`config.mk`:
```
export PLATFORM = sky130hd
export DESIGN_NAME = target_track_table
export DESIGN_NICKNAME = d
export VERILOG_FILES = /design/src/rtl/target_track_table.sv
export SDC_FILE = /design/constraint.sdc
export NUM_CORES = 1
export LEC_CHECK = 0
export ABC_AREA = 1
export BUFFER_PORTS_ARGS = -buffer_cell sky130_fd_sc_hd__buf_4
export CORE_ASPECT_RATIO = 1.25
export CORE_MARGIN = 1
export CORE_UTILIZATION = 41
export CTS_CLUSTER_SIZE = 10
export DETAILED_ROUTE_END_ITERATION = 12
export SYNTH_ARGS = -nofsm -noshare
export SYNTH_HDL_FRONTEND = slang
export SYNTH_SLANG_ARGS = --single-unit
```
`constraint.sdc`:
```
create_clock -name clk -period 3.35 [get_ports clk]
set_input_delay 0 -clock clk [delete_from_list [all_inputs] [get_ports clk]]
set_output_delay 0 -clock clk [all_outputs]
set_load 0.1 [all_outputs]
```
`src/rtl/target_track_table.sv`:
```
// Target track table: per-target X/Y/Z/T coordinate store with valid flags,
// saturating age counters, staleness flagging and a registered write-first read port.
module target_track_table #(
    parameter int NUM_TARGETS = 16,
    parameter int COORD_W     = 8,
    parameter int SEL_W       = $clog2(NUM_TARGETS),
    parameter int AGE_W       = 8,
    parameter int STALE_LIMIT = 200
) (
    input  logic               clk,
    input  logic               rst,
    input  logic               wr_en,
    input  logic [SEL_W-1:0]   wr_sel,
    input  logic [COORD_W-1:0] wr_x,
    input  logic [COORD_W-1:0] wr_y,
    input  logic [COORD_W-1:0] wr_z,
    input  logic [COORD_W-1:0] wr_t,
    input  logic               clr_en,
    input  logic [SEL_W-1:0]   clr_sel,
    input  logic               rd_en,
    input  logic [SEL_W-1:0]   rd_sel,
    output logic               rd_valid,
    output logic               rd_hit,
    output logic               rd_stale,
    output logic [AGE_W-1:0]   rd_age,
    output logic [COORD_W-1:0] rd_x,
    output logic [COORD_W-1:0] rd_y,
    output logic [COORD_W-1:0] rd_z,
    output logic [COORD_W-1:0] rd_t,
    output logic [SEL_W:0]     num_valid,
    output logic               sel_err
);

    typedef struct packed {
        logic               valid;
        logic [AGE_W-1:0]   age;
        logic [COORD_W-1:0] x;
        logic [COORD_W-1:0] y;
        logic [COORD_W-1:0] z;
        logic [COORD_W-1:0] t;
    } entry_t;

    entry_t                 ent_q [NUM_TARGETS];
    entry_t                 ent_d [NUM_TARGETS];
    logic [NUM_TARGETS-1:0] wr_hit;
    logic [NUM_TARGETS-1:0] clr_hit;
    logic [NUM_TARGETS-1:0] rd_match;
    entry_t                 rd_ent;
    logic                   rd_stale_d;
    logic [SEL_W:0]         valid_cnt;
    logic                   sel_err_d;

    // Decoding against every legal index means an out-of-range select matches
    // nothing, so the operation is dropped without a separate bounds check.
    always_comb begin
        for (int i = 0; i < NUM_TARGETS; i++) begin
            wr_hit[i]   = wr_en  && (wr_sel  == SEL_W'(i));
            clr_hit[i]  = clr_en && (clr_sel == SEL_W'(i));
            rd_match[i] = rd_en  && (rd_sel  == SEL_W'(i));
        end
    end

    assign sel_err_d = (wr_en  && !(|wr_hit))  ||
                       (clr_en && !(|clr_hit)) ||
                       (rd_en  && !(|rd_match));

    // NOTE: every variable in a combinational block is given a default before
    // any conditional update; a missing default on some path infers a latch.
    always_comb begin
        for (int i = 0; i < NUM_TARGETS; i++) begin
            ent_d[i] = ent_q[i];
            if (wr_hit[i]) begin
                ent_d[i].valid = 1'b1;
                ent_d[i].age   = '0;
                ent_d[i].x     = wr_x;
                ent_d[i].y     = wr_y;
                ent_d[i].z     = wr_z;
                ent_d[i].t     = wr_t;
            end else if (clr_hit[i]) begin
                ent_d[i].valid = 1'b0;
                ent_d[i].age   = '0;
            end else if (ent_q[i].valid && (ent_q[i].age != '1)) begin
                ent_d[i].age = ent_q[i].age + AGE_W'(1);
            end
        end
    end

    // Read data comes from the next-state table, so a same-edge write or
    // clear of the selected entry is already visible (write-first).
    always_comb begin
        rd_ent = '0;
        for (int i = 0; i < NUM_TARGETS; i++) begin
            if (rd_match[i] && ent_d[i].valid) begin
                rd_ent = ent_d[i];
            end
        end
        rd_stale_d = rd_ent.valid && (rd_ent.age >= AGE_W'(STALE_LIMIT));
    end

    always_comb begin
        valid_cnt = '0;
        for (int i = 0; i < NUM_TARGETS; i++) begin
            valid_cnt = valid_cnt + (SEL_W+1)'(ent_d[i].valid);
        end
    end

    // NOTE: the table array is cleared by reset as well as the flags, because
    // stored coordinates must read back as zero after reset; all state here
    // uses non-blocking assignments so every register samples pre-edge values.
    always_ff @(posedge clk) begin
        if (rst) begin
            for (int i = 0; i < NUM_TARGETS; i++) begin
                ent_q[i] <= '0;
            end
            rd_valid  <= 1'b0;
            rd_hit    <= 1'b0;
            rd_stale  <= 1'b0;
            rd_age    <= '0;
            rd_x      <= '0;
            rd_y      <= '0;
            rd_z      <= '0;
            rd_t      <= '0;
            num_valid <= '0;
            sel_err   <= 1'b0;
        end else begin
            for (int i = 0; i < NUM_TARGETS; i++) begin
                ent_q[i] <= ent_d[i];
            end
            rd_valid <= rd_en;
            if (rd_en) begin
                rd_hit   <= rd_ent.valid;
                rd_stale <= rd_stale_d;
                rd_age   <= rd_ent.age;
                rd_x     <= rd_ent.x;
                rd_y     <= rd_ent.y;
                rd_z     <= rd_ent.z;
                rd_t     <= rd_ent.t;
            end
            num_valid <= valid_cnt;
            sel_err   <= sel_err_d;
        end
    end

endmodule
```
# Yosys cells after proc, flatten, opt, wreduce, memory -nomap -nowiden
# Memories as Yosys holds them, arrays and structs flattened.
# Cells that the tools add are included.
dict set report classes {
  addsub 31
  n_lt_le_gt_ge 1
  n_eq_ne 61
  n_mux 115
  bitwise_logic 16
  n_reduce_logical 95
}
# operator count
set op_table {}
lappend op_table {{$mux W41} 32}
lappend op_table {{$mux W32} 16}
lappend op_table {{$mux W8} 32}
lappend op_table {{$mux W9} 16}
lappend op_table {{$add A8 B1 Y8 const B} 16}
lappend op_table {{$ne A8 B8 Y1 const B} 16}
lappend op_table {{$eq A4 B4 Y1 const B} 24}
lappend op_table {{$logic_and A1 B1 Y1} 84}
lappend op_table {{$add A5 B1 Y5} 11}
lappend op_table {{$eq A4 B3 Y1 const B} 12}
lappend op_table {{$reduce_or A16 Y1} 3}
lappend op_table {{$eq A4 B2 Y1 const B} 6}
lappend op_table {{$mux W1} 19}
lappend op_table {{$or A1 B1 Y1} 16}
lappend op_table {{$eq A4 B1 Y1 const B} 3}
lappend op_table {{$logic_not A4 Y1} 3}
lappend op_table {{$ge A8 B8 Y1 const B} 1}
lappend op_table {{$add A4 B1 Y5} 1}
lappend op_table {{$add A3 B1 Y4} 1}
lappend op_table {{$add A2 B1 Y3} 1}
lappend op_table {{$logic_not A1 Y1} 3}
lappend op_table {{$add A1 B1 Y2} 1}
lappend op_table {{$logic_or A1 B1 Y1} 2}
dict set report word_totals {
  register_bits 49
  mem_bits_rw 656
  input_bits 49
  output_inout_bits 49
  memories 1
}
# name depth width rd rd_ports_with_merged_regs write_ports line_no
set mem_list {}
lappend mem_list {ent_q 16 41 16 0 16 43} ;# entry_t ent_q [NUM_TARGETS];

# Logic depth before layout (Yosys ltp)
# Gate-level depths: netlist (run 1).
dict set report logic_depth {
  ltp_word 24
  ltp_mapped 22
  ltp_nobuf 22
}

# Worst setup path after synthesis (run 1)
# OpenSTA, ideal clock, no wires.
dict set report synth_timing {
  path_kind {input to register}
  from {input clr_sel[1]}
  to {register num_valid[4]}
  setup_ps 78
  t_arrival_ps 3508
  required_ps 3272
  setup_slack_ps -236
  stages 17
  path_buffers 0
  path_cell_list {inv_1 > nor2_1 > inv_1 > nor2_1 > inv_1 > a21oi_1 > fa_1 > inv_1 > fa_1 > fa_1 > fa_1 > ha_1 > inv_1 > fa_1 > inv_1 > a21oi_1 > nor3_1}
}
dict set report synth_between {
  elab_chain_cells 19
  word_cells_on_any_way 79
  cone_classes {15 x add/sub; 15 x eq/ne; 32 x mux; 17 x reduce/logical}
}
# element line_no
set synth_lines {}
lappend synth_lines {{start, declared} 19} ;# input logic [SEL_W-1:0] clr_sel,
lappend synth_lines {{$eq A4 B1 Y1 / $logic_not A4 Y1 (equally long branches)} 58} ;# clr_hit[i] = clr_en && (clr_sel == SEL_W'(i));
lappend synth_lines {{$logic_and A1 B1 Y1} 58}
lappend synth_lines {{$mux W1} 79} ;# end else if (clr_hit[i]) begin
lappend synth_lines {{$mux W9} 72} ;# if (wr_hit[i]) begin
lappend synth_lines {{$add A1 B1 Y2} 103} ;# valid_cnt = valid_cnt + (SEL_W+1)'(ent_d[i].valid);
lappend synth_lines {{$add A2 B1 Y3} 103}
lappend synth_lines {{$add A3 B1 Y4} 103}
lappend synth_lines {{$add A4 B1 Y5} 103}
lappend synth_lines {{$add A5 B1 Y5 (10 in series)} 103}
lappend synth_lines {{$add A5 B1 Y5 *} 103}
lappend synth_lines {{end signal, assigned} 139} ;# num_valid <= valid_cnt;
lappend synth_lines {{end, declared} 30} ;# output logic [SEL_W:0] num_valid,
# Every way passes the cells marked *; elsewhere a longest branch is shown, timed or not.
# A chain may end at the register's enable or synchronous reset.

==> results of run 1 <==
==> logic make-up after synthesis <==
kind of cell	Yosys count	share of synthesized area
AOI/OAI and AO/OA	686	0.109
and+or+nand+nor	2742	0.356
adders and majority gates	31	0.0140
xor gates and xnor gates	51	0.0135
DFF	705	0.427
other	1	0.000113
muxes	1	0.000303
buffers and inverters	641	0.0799
==> through the flow <==
step                area, um2  hold WS (ns)
floorplan               33100         0.247
global placement        35100         0.359
detailed placement      35100         0.374
CTS                     37600       0.00227
global route            37700        0.0789
finish                  37700        0.0302
==> final timing paths <==
check                                   to                startpoint
setup / recovery   num_valid[2]$_SDFF_PP0_  ent_q[1][327]$_SDFF_PP0_
hold / removal    ent_q[0][245]$_SDFF_PP0_                clr_sel[1]
setup reg to reg   num_valid[2]$_SDFF_PP0_  ent_q[1][327]$_SDFF_PP0_
hold reg to reg   ent_q[0][181]$_SDFF_PP0_  ent_q[0][181]$_SDFF_PP0_
==> registers in the layout (all words and copies together), names as in the netlist, 5 cells and up <==
name / count
rd_x: 8
rd_z: 8
rd_t: 8
ent_q: 656
rd_age: 8
num_valid: 5
rd_y: 8
==> power by group through the flow <==
| stage | clock network, uW | logic, uW | registers [uW] |
|---|---|---|---|
| 3_3_place_gp | 0 | 1010 | 8750 |
| 4_1_cts | 8070 | 1050 | 8570 |
| 2_1_floorplan | 0 | 598 | 8820 |
| 3_5_place_dp | 0 | 1010 | 8750 |
| 6_report | 7880 | 1050 | 8570 |
| 5_1_grt | 8380 | 1170 | 8580 |
==> metal layers <==
metal / up-vias / part of all wire
met1: 13768 / 0.50
met4: 0 / 0.018
met3: 105 / 0.046
li1: 15489 / -
met5: - / 0
met2: 544 / 0.44
==> worst max-delay path, cell delays in order (launching register included) <==
cell and delay, ns:
sky130_fd_sc_hd__dfxtp_2 0.32, sky130_fd_sc_hd__inv_2 0.04, sky130_fd_sc_hd__nor2_4 0.11, sky130_fd_sc_hd__nor2_4 0.05
sky130_fd_sc_hd__fa_1 0.52, sky130_fd_sc_hd__inv_2 0.05, sky130_fd_sc_hd__fa_1 0.51, sky130_fd_sc_hd__fa_1 0.51
sky130_fd_sc_hd__fa_1 0.50, sky130_fd_sc_hd__ha_2 0.18, sky130_fd_sc_hd__inv_2 0.04, sky130_fd_sc_hd__fa_2 0.32
sky130_fd_sc_hd__inv_2 0.08, sky130_fd_sc_hd__o21ai_1 0.05, sky130_fd_sc_hd__a21oi_1 0.16
==> layout make-up <==
type                            count  area [um2]
Fill cell                        8193       42300
Multi-Input combinational cell   3512       16400
Sequential cell                   705       14100
Timing Repair Buffer              261        2200
Clock buffer                       92        2140
Inverter                          356        1350
Tap cell                         1062        1330
Clock inverter                      6        77.6
Antenna cell                        1        2.50
==> cell usage in the layout, fill, tap and decap left out, drive strengths merged <==
cell type and n:
dfxtp 705, and2 3, clkbuf 92, clkinv 7, or2 185, conb 1, fa 10, mux2i 1
nand2 876, o21a 18, buf 229, dlygate4sd3 32, nor4 52, nand3 182, o21ai 442, and3 2
o211a 3, a31o 1, nand3b 8, o211ai 14, nor2 1248, nor4b 4, a31oi 3, a21oi 174
o41ai 1, o22ai 21, a21o 2, nand4 78, nor3 104, ha 21, inv 355, xnor2 16
diode 1, xor2 35, a22oi 1, o21bai 5, a21boi 1
==> timing repair <==
action	in CTS	in global routing
pin swaps	9	13
gates resized for setup	8	9
endpoints found under the hold margin	277	0
buffers inserted	2	1
hold buffers	32	0
setup endpoints to repair	4	6
==> flow_summary.rst, run 1 <==
.. list-table::
   :header-rows: 1

   * - Metric
     - Value
   * - Setup slack on the worst flop-to-flop path
     - -0.17 ns
   * - Antenna violations before repair
     - 1
   * - Total Power
     - 17,500 uW
   * - Sequential element share of the synthesized area
     - 0.427
   * - Post-synth cell types
     - 53
   * - Share of synthesized registers carrying an async set or reset
     - 0
   * - WL per Instance
     - between 15 and 20 um
   * - Overall via count from detail_route
     - ~30k
   * - Most frequent cells after synthesis
     - sky130_fd_sc_hd__nor2_1 (1,244), sky130_fd_sc_hd__nand2_1 (872), sky130_fd_sc_hd__dfxtp_1 (705), sky130_fd_sc_hd__o21ai_0 (389), sky130_fd_sc_hd__inv_1 (337)
   * - Number of core rows
     - 116
   * - Worst slack at placement
     - -0.494 ns
   * - FMAX
     - between 200 and 300 MHz
   * - Failing checks
     - setup timing
   * - Total number of H-tree levels
     - 3
   * - Port-buffer cells
     - 97
   * - Worst reg-to-reg path cell count
     - 14
   * - Required arrival time at the worst endpoint
     - about 4 ns
   * - Final min period
     - around 3.5 ns
   * - Detailed-routing iteration count for the pre-antenna-repair pass
     - 5
   * - Fraction of power consumed by combinational cells
     - 0.060
   * - Pin count of the biggest net entering global routing
     - 210
   * - Setup slack of the critical path after layout
     - -0.174 ns
   * - Grt met1 use
     - 0.308
   * - Relative contribution of sequential cells to total power
     - 0.490
   * - Busiest metal layer after global routing
     - met2
   * - Final Wtd Congestion
     - approximately 0.91
   * - Vias in the first global route
     - 27.2k
   * - Internal cell power
     - between 10,000 and 15,000 uW
   * - First-pass GRT wire length
     - roughly 150,000 um
   * - Number of routed nets with antenna violations
     - 0
   * - Startpoint type of the worst setup path
     - register
   * - Final net count
     - between 4k and 5k
   * - Number of clock buffers inserted by TritonCTS
     - around 80
   * - Average via count per standard cell
     - 4.99
   * - Global routing usage on met2
     - 0.345
   * - Leakage
     - between 0.01 and 0.015 uW
   * - Remaining global-route overflow
     - 0
   * - Die area
     - 81,800 um2
   * - Met3 track demand over resource
     - 0.0304
   * - Worst Hold Path Cells
     - 6
   * - Area added between synthesis and finish
     - 13.9%
   * - Switching share of total power
     - 0.240
   * - Sinks on the clock net
     - ~710
   * - TritonCTS clock tree
     - yes
   * - Setup skew after layout
     - between 0.02 and 0.025 ns
   * - Most frequently used flop master after synthesis
     - sky130_fd_sc_hd__dfxtp_1
   * - Most common cell in the netlist
     - sky130_fd_sc_hd__nor2_1
   * - Average instance area after synthesis
     - between 6 and 7 um2
   * - Hold/Removal Path Class
     - input pin to register
   * - Yosys warns
     - 0
   * - Die X-Extent
     - 256 um
   * - Clock transition at the registers of the reported paths
     - around 0.060 ns
   * - Number of nets produced by synthesis
     - 4,938
   * - Worst-path fanout max
     - 3
   * - Endpoints failing hold
     - 0
   * - Util after Layout
     - 0.471
   * - Top-area cell type share of the netlist area
     - 0.427
   * - Core Footprint
     - approximately 80,000 um2
   * - Category of the worst setup path capture point
     - register
   * - Critical path start-end classification
     - register to register
   * - Bufs on Longest Clock Path
     - 3
   * - Total Neg Setup Slack
     - -0.605 ns
   * - Number of max-slew violations in the final report
     - 0
   * - Maximum vdd ir drop
     - between 0.3 and 0.4 mV
   * - Unrepaired setup endpoints after global routing
     - true
   * - DRC violations left
     - 0
   * - Number of design-rule violations left by the first detailed-router iteration
     - around 2.2k
   * - Worst max-slew margin expressed relative to the limit
     - 0.243
   * - PwrDens
     - 465 nW/um2
   * - Netlist area before placement
     - 33,100 um2
   * - Switch Pwr
     - 4210 uW
   * - Total of endpoints with negative setup slack in the final report
     - 4
   * - Maximum capacitance violations
     - 0
   * - Cell Count, Final, Fillers Out
     - 5,995
   * - Height of the die
     - approximately 320 um
   * - Biggest area consumer among synthesized cells
     - sky130_fd_sc_hd__dfxtp_1
   * - Fraction of layout cells with a size suffix above 1
     - 0.111
   * - Critical path data arrival time
     - ~4.1 ns
   * - Outcome
     - finished with violations
   * - I/O pin count
     - 98
   * - Ranking of synthesized cells by area
     - sky130_fd_sc_hd__dfxtp_1 (43%), sky130_fd_sc_hd__nor2_1 (14%), sky130_fd_sc_hd__nand2_1 (9.9%)
   * - Relative contribution of the clock network to total power
     - 0.450
   * - Worst Max-Slew Pin Slew
     - between 1 and 1.5 ns
   * - Clock tree root buffer cell
     - sky130_fd_sc_hd__clkbuf_16
   * - # placed instances
     - just under 6k
   * - DPL Wire Length
     - 60,500 um
   * - Number of instances in the synthesized netlist
     - 4,858
   * - Flip-flop and latch count after synthesis
     - 705
   * - Tcrit/Tclk final
     - 1.05
   * - Clock latency reported for the late side of the worst-skew pair
     - roughly 0.64 ns
   * - Aggregate routed wire length
     - between 90,000 and 100,000 um
   * - Starting density of the core
     - 0.413
   * - GRT Overall Usage
     - 0.217
   * - Number of flops mapped to enable cells by yosys
     - 0
Power figures use the tool's default switching activity.
==> inputs of run 2 (changes only) <==
clock period = 3.6 ns   (was 3.35 ns; I/O delays follow)
==> run 2 against run 1 <==
  * The run still ends with setup timing left
  * Clock power is 7.0% lower
  * Wire length down 1.1%
  * Flip-flop and latch count stayed put
  * Clock skew decreased by 0.011 ns
  * First-iteration DRC count fell by 4.1%
  * Final cell count fell by 0.60%
  * Die area unchanged
  * Fmax is 2.6% lower
  * Largest cell class unchanged
  * Highest routed layer unchanged
  * Worst hold slack got worse by 0.0056 ns
  * Largest power group unchanged
  * Critical path depth decreased by 2
  * Final area down 0.94%
==> flow_summary.rst, run 2 (synthesized netlist as in run 1, its figures left out) <==
.. list-table::
   :header-rows: 1

   * - Metric
     - Value
   * - Outcome
     - finished with violations (unchanged)
   * - Failing checks
     - setup timing (unchanged)
   * - TritonCTS clock tree
     - yes (unchanged)
   * - Fraction of layout cells with a size suffix above 1
     - 0.107 (was 0.111)
   * - # placed instances
     - 5,839 (was 5,861)
   * - Unrepaired setup endpoints after global routing
     - true (unchanged)
   * - Detailed route wirelength on metal3
     - 5000 um (was 4130 um)
   * - Antenna violations before repair
     - 2 (was 1)
   * - Clock tree root buffer cell
     - sky130_fd_sc_hd__clkbuf_16 (unchanged)
   * - Largest register FFs
     - 656 (unchanged)
   * - Cell type with the highest occurrence count on the critical path
     - sky130_fd_sc_hd__fa_1
   * - Total number of H-tree levels
     - 3 (unchanged)
   * - Commonest cells after routing, fill and taps aside
     - sky130_fd_sc_hd__nor2_1 (1,235), sky130_fd_sc_hd__nand2_1 (868), sky130_fd_sc_hd__dfxtp_1 (700), sky130_fd_sc_hd__o21ai_0 (388), sky130_fd_sc_hd__inv_1 (330) (was sky130_fd_sc_hd__nor2_1 (1,232), sky130_fd_sc_hd__nand2_1 (869), sky130_fd_sc_hd__dfxtp_1 (703), sky130_fd_sc_hd__o21ai_0 (387), sky130_fd_sc_hd__inv_1 (327))
   * - Switching share of total power
     - 0.236 (was 0.240)
   * - Final min period
     - 3.62 ns (was 3.52 ns)
   * - Total Neg Setup Slack
     - -0.0250 ns (was -0.605 ns)
   * - Final net count
     - 4,965 (was 4,997)
   * - Relative contribution of sequential cells to total power
     - 0.491 (was 0.490)
   * - Cell Count, Final, Fillers Out
     - 5,959 (was 5,995)
   * - Standard cell area after detailed placement
     - 34,800 um2 (was 35,100 um2)
   * - Hold/Removal Path Class
     - input pin to register (unchanged)
   * - Critical path start-end classification
     - register to register (unchanged)
   * - Slowest CP cell
     - sky130_fd_sc_hd__fa_2 (was sky130_fd_sc_hd__fa_1)
   * - Area taken by multi-input logic gates
     - 16,400 um2 (about the same)
   * - Area added between synthesis and finish
     - 12.8% (was 13.9%)
   * - Most common library cell in the layout ignoring fill and taps
     - sky130_fd_sc_hd__nor2_1 (unchanged)
   * - DPL Wire Length
     - 60,400 um (was 60,500 um)
   * - Pin count of the biggest net entering global routing
     - 169 (was 210)
   * - Required arrival time at the worst endpoint
     - 4.15 ns (was 3.91 ns)
   * - Top reg by flops
     - ent_q (unchanged)
   * - Relative contribution of the clock network to total power
     - 0.451 (was 0.450)
   * - M1 WL
     - 44,000 um (was 44,900 um)
   * - Worst Max-Slew Pin Slew
     - 0.919 ns (was 1.14 ns)
   * - Setup slack of the critical path after layout
     - -0.0160 ns (was -0.174 ns)
   * - Internal cell power
     - 12,400 uW (was 13,300 uW)
   * - Number of clock buffers inserted by TritonCTS
     - 81 (unchanged)
   * - Top metal layer carrying routed signals
     - met4 (unchanged)
   * - Total Power
     - 16,300 uW (was 17,500 uW)
   * - Reg-to-Reg End
     - num_valid[4]$_SDFF_PP0_ (was num_valid[2]$_SDFF_PP0_)
   * - Sequential cell area
     - 14,100 um2 (about the same)
   * - Largest stage delay on the critical path
     - 0.59 ns (was 0.52 ns)
   * - Final Wtd Congestion
     - 0.900 (was 0.914)
   * - FMAX
     - 277 MHz (was 284 MHz)
   * - Maximum vdd ir drop
     - 0.289 mV (was 0.331 mV)
   * - DRC violations left
     - 0 (unchanged)
   * - Maximum capacitance violations
     - 0 (unchanged)
   * - Die area
     - 81,800 um2 (unchanged)
   * - Overall via count from detail_route
     - 29.7k (was 29.9k)
   * - Clock latency reported for the late side of the worst-skew pair
     - 0.63 ns (was 0.64 ns)
   * - Detailed-routing iteration count for the pre-antenna-repair pass
     - 7 (was 5)
   * - Worst Hold Path Cells
     - 6 (unchanged)
   * - Critical path data arrival time
     - 4.16 ns (was 4.08 ns)
   * - Sinks on the clock net
     - 705 (unchanged)
   * - PwrDens
     - 436 nW/um2 (was 465 nW/um2)
   * - Length of routed met2 wiring
     - 38,500 um (was 39,500 um)
   * - Core Footprint
     - 80,000 um2 (unchanged)
   * - Origin of the worst min-delay path
     - wr_sel[1] (was clr_sel[1])
   * - Average via count per standard cell
     - 4.99 (about the same)
   * - Cell-by-cell listing of the critical path
     - a21oi_2 > inv_1 > fa_1 > fa_2 > fa_1 > fa_1 > ha_2 > inv_2 > fa_2 > inv_2 > a21oi_2 > nor3_2 (was inv_2 > nor2_4 > nor2_4 > fa_1 > inv_2 > fa_1 > fa_1 > fa_1 > ha_2 > inv_2 > fa_2 > inv_2 > o21ai_1 > a21oi_1)
   * - Starting density of the core
     - 0.413 (unchanged)
   * - Startpoint type of the worst setup path
     - register (unchanged)
   * - Worst reg-to-reg path cell count
     - 12 (was 14)
   * - Critical R2R Launch
     - ent_q[1][122]$_SDFF_PP0_ (was ent_q[1][327]$_SDFF_PP0_)
   * - WL per Instance
     - 15.0 um (about the same)
   * - Vias in the first global route
     - 26.9k (was 27.2k)
   * - I/O pin count
     - 98 (unchanged)
   * - Aggregate routed wire length
     - 89,200 um (was 90,100 um)
   * - Endpoints failing hold
     - 0 (unchanged)
   * - Remaining global-route overflow
     - 0 (unchanged)
   * - Switch Pwr
     - 3830 uW (was 4210 uW)
   * - Worst max-slew margin expressed relative to the limit
     - 0.387 (was 0.243)
   * - Worst-case hold path end point
     - ent_q[0][202]$_SDFF_PP0_ (was ent_q[0][245]$_SDFF_PP0_)
   * - Number of design-rule violations left by the first detailed-router iteration
     - 2,149 (was 2,242)
   * - Number of routed nets with antenna violations
     - 0 (unchanged)
   * - Port-buffer cells
     - 97 (unchanged)
   * - GRT Overall Usage
     - 0.216 (was 0.217)
   * - Tcrit/Tclk final
     - 1.00 (was 1.05)
   * - Category of the worst setup path capture point
     - register (unchanged)
   * - Total of endpoints with negative setup slack in the final report
     - 2 (was 4)
   * - Fraction of power consumed by combinational cells
     - 0.058 (was 0.060)
   * - Filler cell count in the final layout
     - 8,268 (was 8,193)
   * - Leakage
     - 0.0147 uW (was 0.0149 uW)
   * - Number of core rows
     - 116 (unchanged)
   * - Die X-Extent
     - 256 um (unchanged)
   * - Bufs on Longest Clock Path
     - 3 (unchanged)
   * - Number of max-slew violations in the final report
     - 0 (unchanged)
   * - First-pass GRT wire length
     - 145,000 um (about the same)
   * - Design area
     - 37,300 um2 (was 37,700 um2)
   * - Setup slack on the worst flop-to-flop path
     - -0.02 ns (was -0.17 ns)
   * - Worst-path fanout max
     - 3 (unchanged)
   * - Height of the die
     - 319 um (unchanged)
   * - Setup skew after layout
     - 0.0107 ns (was 0.0217 ns)
   * - Clock transition at the registers of the reported paths
     - 0.06 ns (about the same)
run 2: final cells by class:
type | count | share of cell area
timing repair buffer | 229 | 0.0503
sequential | 705 | 0.379
tap | 1062 | 0.0356
clock buffer | 89 | 0.0566
multi-input combinational | 3512 | 0.440
inverter | 356 | 0.0360
clock inverter | 4 | 0.00238
antenna | 2 | 0.000134
run 2: per-stage QoR:
step                hold slack (ns)  setup slack (ns)  utilization
floorplan                     0.247            0.0142            -
global placement              0.365            -0.380        0.435
detailed placement            0.370            -0.463        0.435
CTS                         0.00286            0.0103        0.465
global route                 0.0657            -0.118        0.466
finish                       0.0246           -0.0160        0.466
run 2: critical path, delay by kind of cell (launching register included):
kind                       cells  cell delay, ns
adders and majority gates      6            2.62
DFF                            1            0.32
buffers and inverters          3            0.20
AOI/OAI and AO/OA              2            0.19
and+or+nand+nor                1            0.19
run 2: power by group through the flow:
stage               sequential, uW  clock (uW)  combinational [uW]
floorplan                     8200           0                 553
global placement              8140           0                 921
detailed placement            8140           0                 926
CTS                           7980        7540                 949
global route                  7980        7840                1060
finish                        7980        7330                 948
run 2: repair_timing:
action                                  4_1_cts  5_1_grt
setup buffers                                 2        6
endpoints found under the setup margin        4        4
hold buffers                                 18        0
pin swaps                                     7       17
resized for setup                             8       21
hold endpoints to repair                    115        0
run 2: worst max path at each step:
stage | slack, ns | startpoint | depth (start not counted) | to
floorplan | 0.01 | clr_sel[1] | 17 | num_valid[4]$_SDFF_PP0_
global placement | -0.38 | clr_sel[0] | 17 | num_valid[2]$_SDFF_PP0_
detailed placement | -0.46 | clr_sel[0] | 17 | num_valid[2]$_SDFF_PP0_
CTS | 0.01 | ent_q[1][327]$_SDFF_PP0_ | 14 | num_valid[2]$_SDFF_PP0_
global route | -0.12 | ent_q[0][204]$_SDFF_PP0_ | 12 | num_valid[4]$_SDFF_PP0_
finish | -0.02 | ent_q[1][122]$_SDFF_PP0_ | 12 | num_valid[4]$_SDFF_PP0_
run 2: per-layer routing:
layer / vias to the layer above / global-route usage
li1: 15420 / -
met1: 13580 / 0.311
met2: 636 / 0.330
met3: 113 / 0.0330
met4: 0 / 0.0651
met5: - / 0
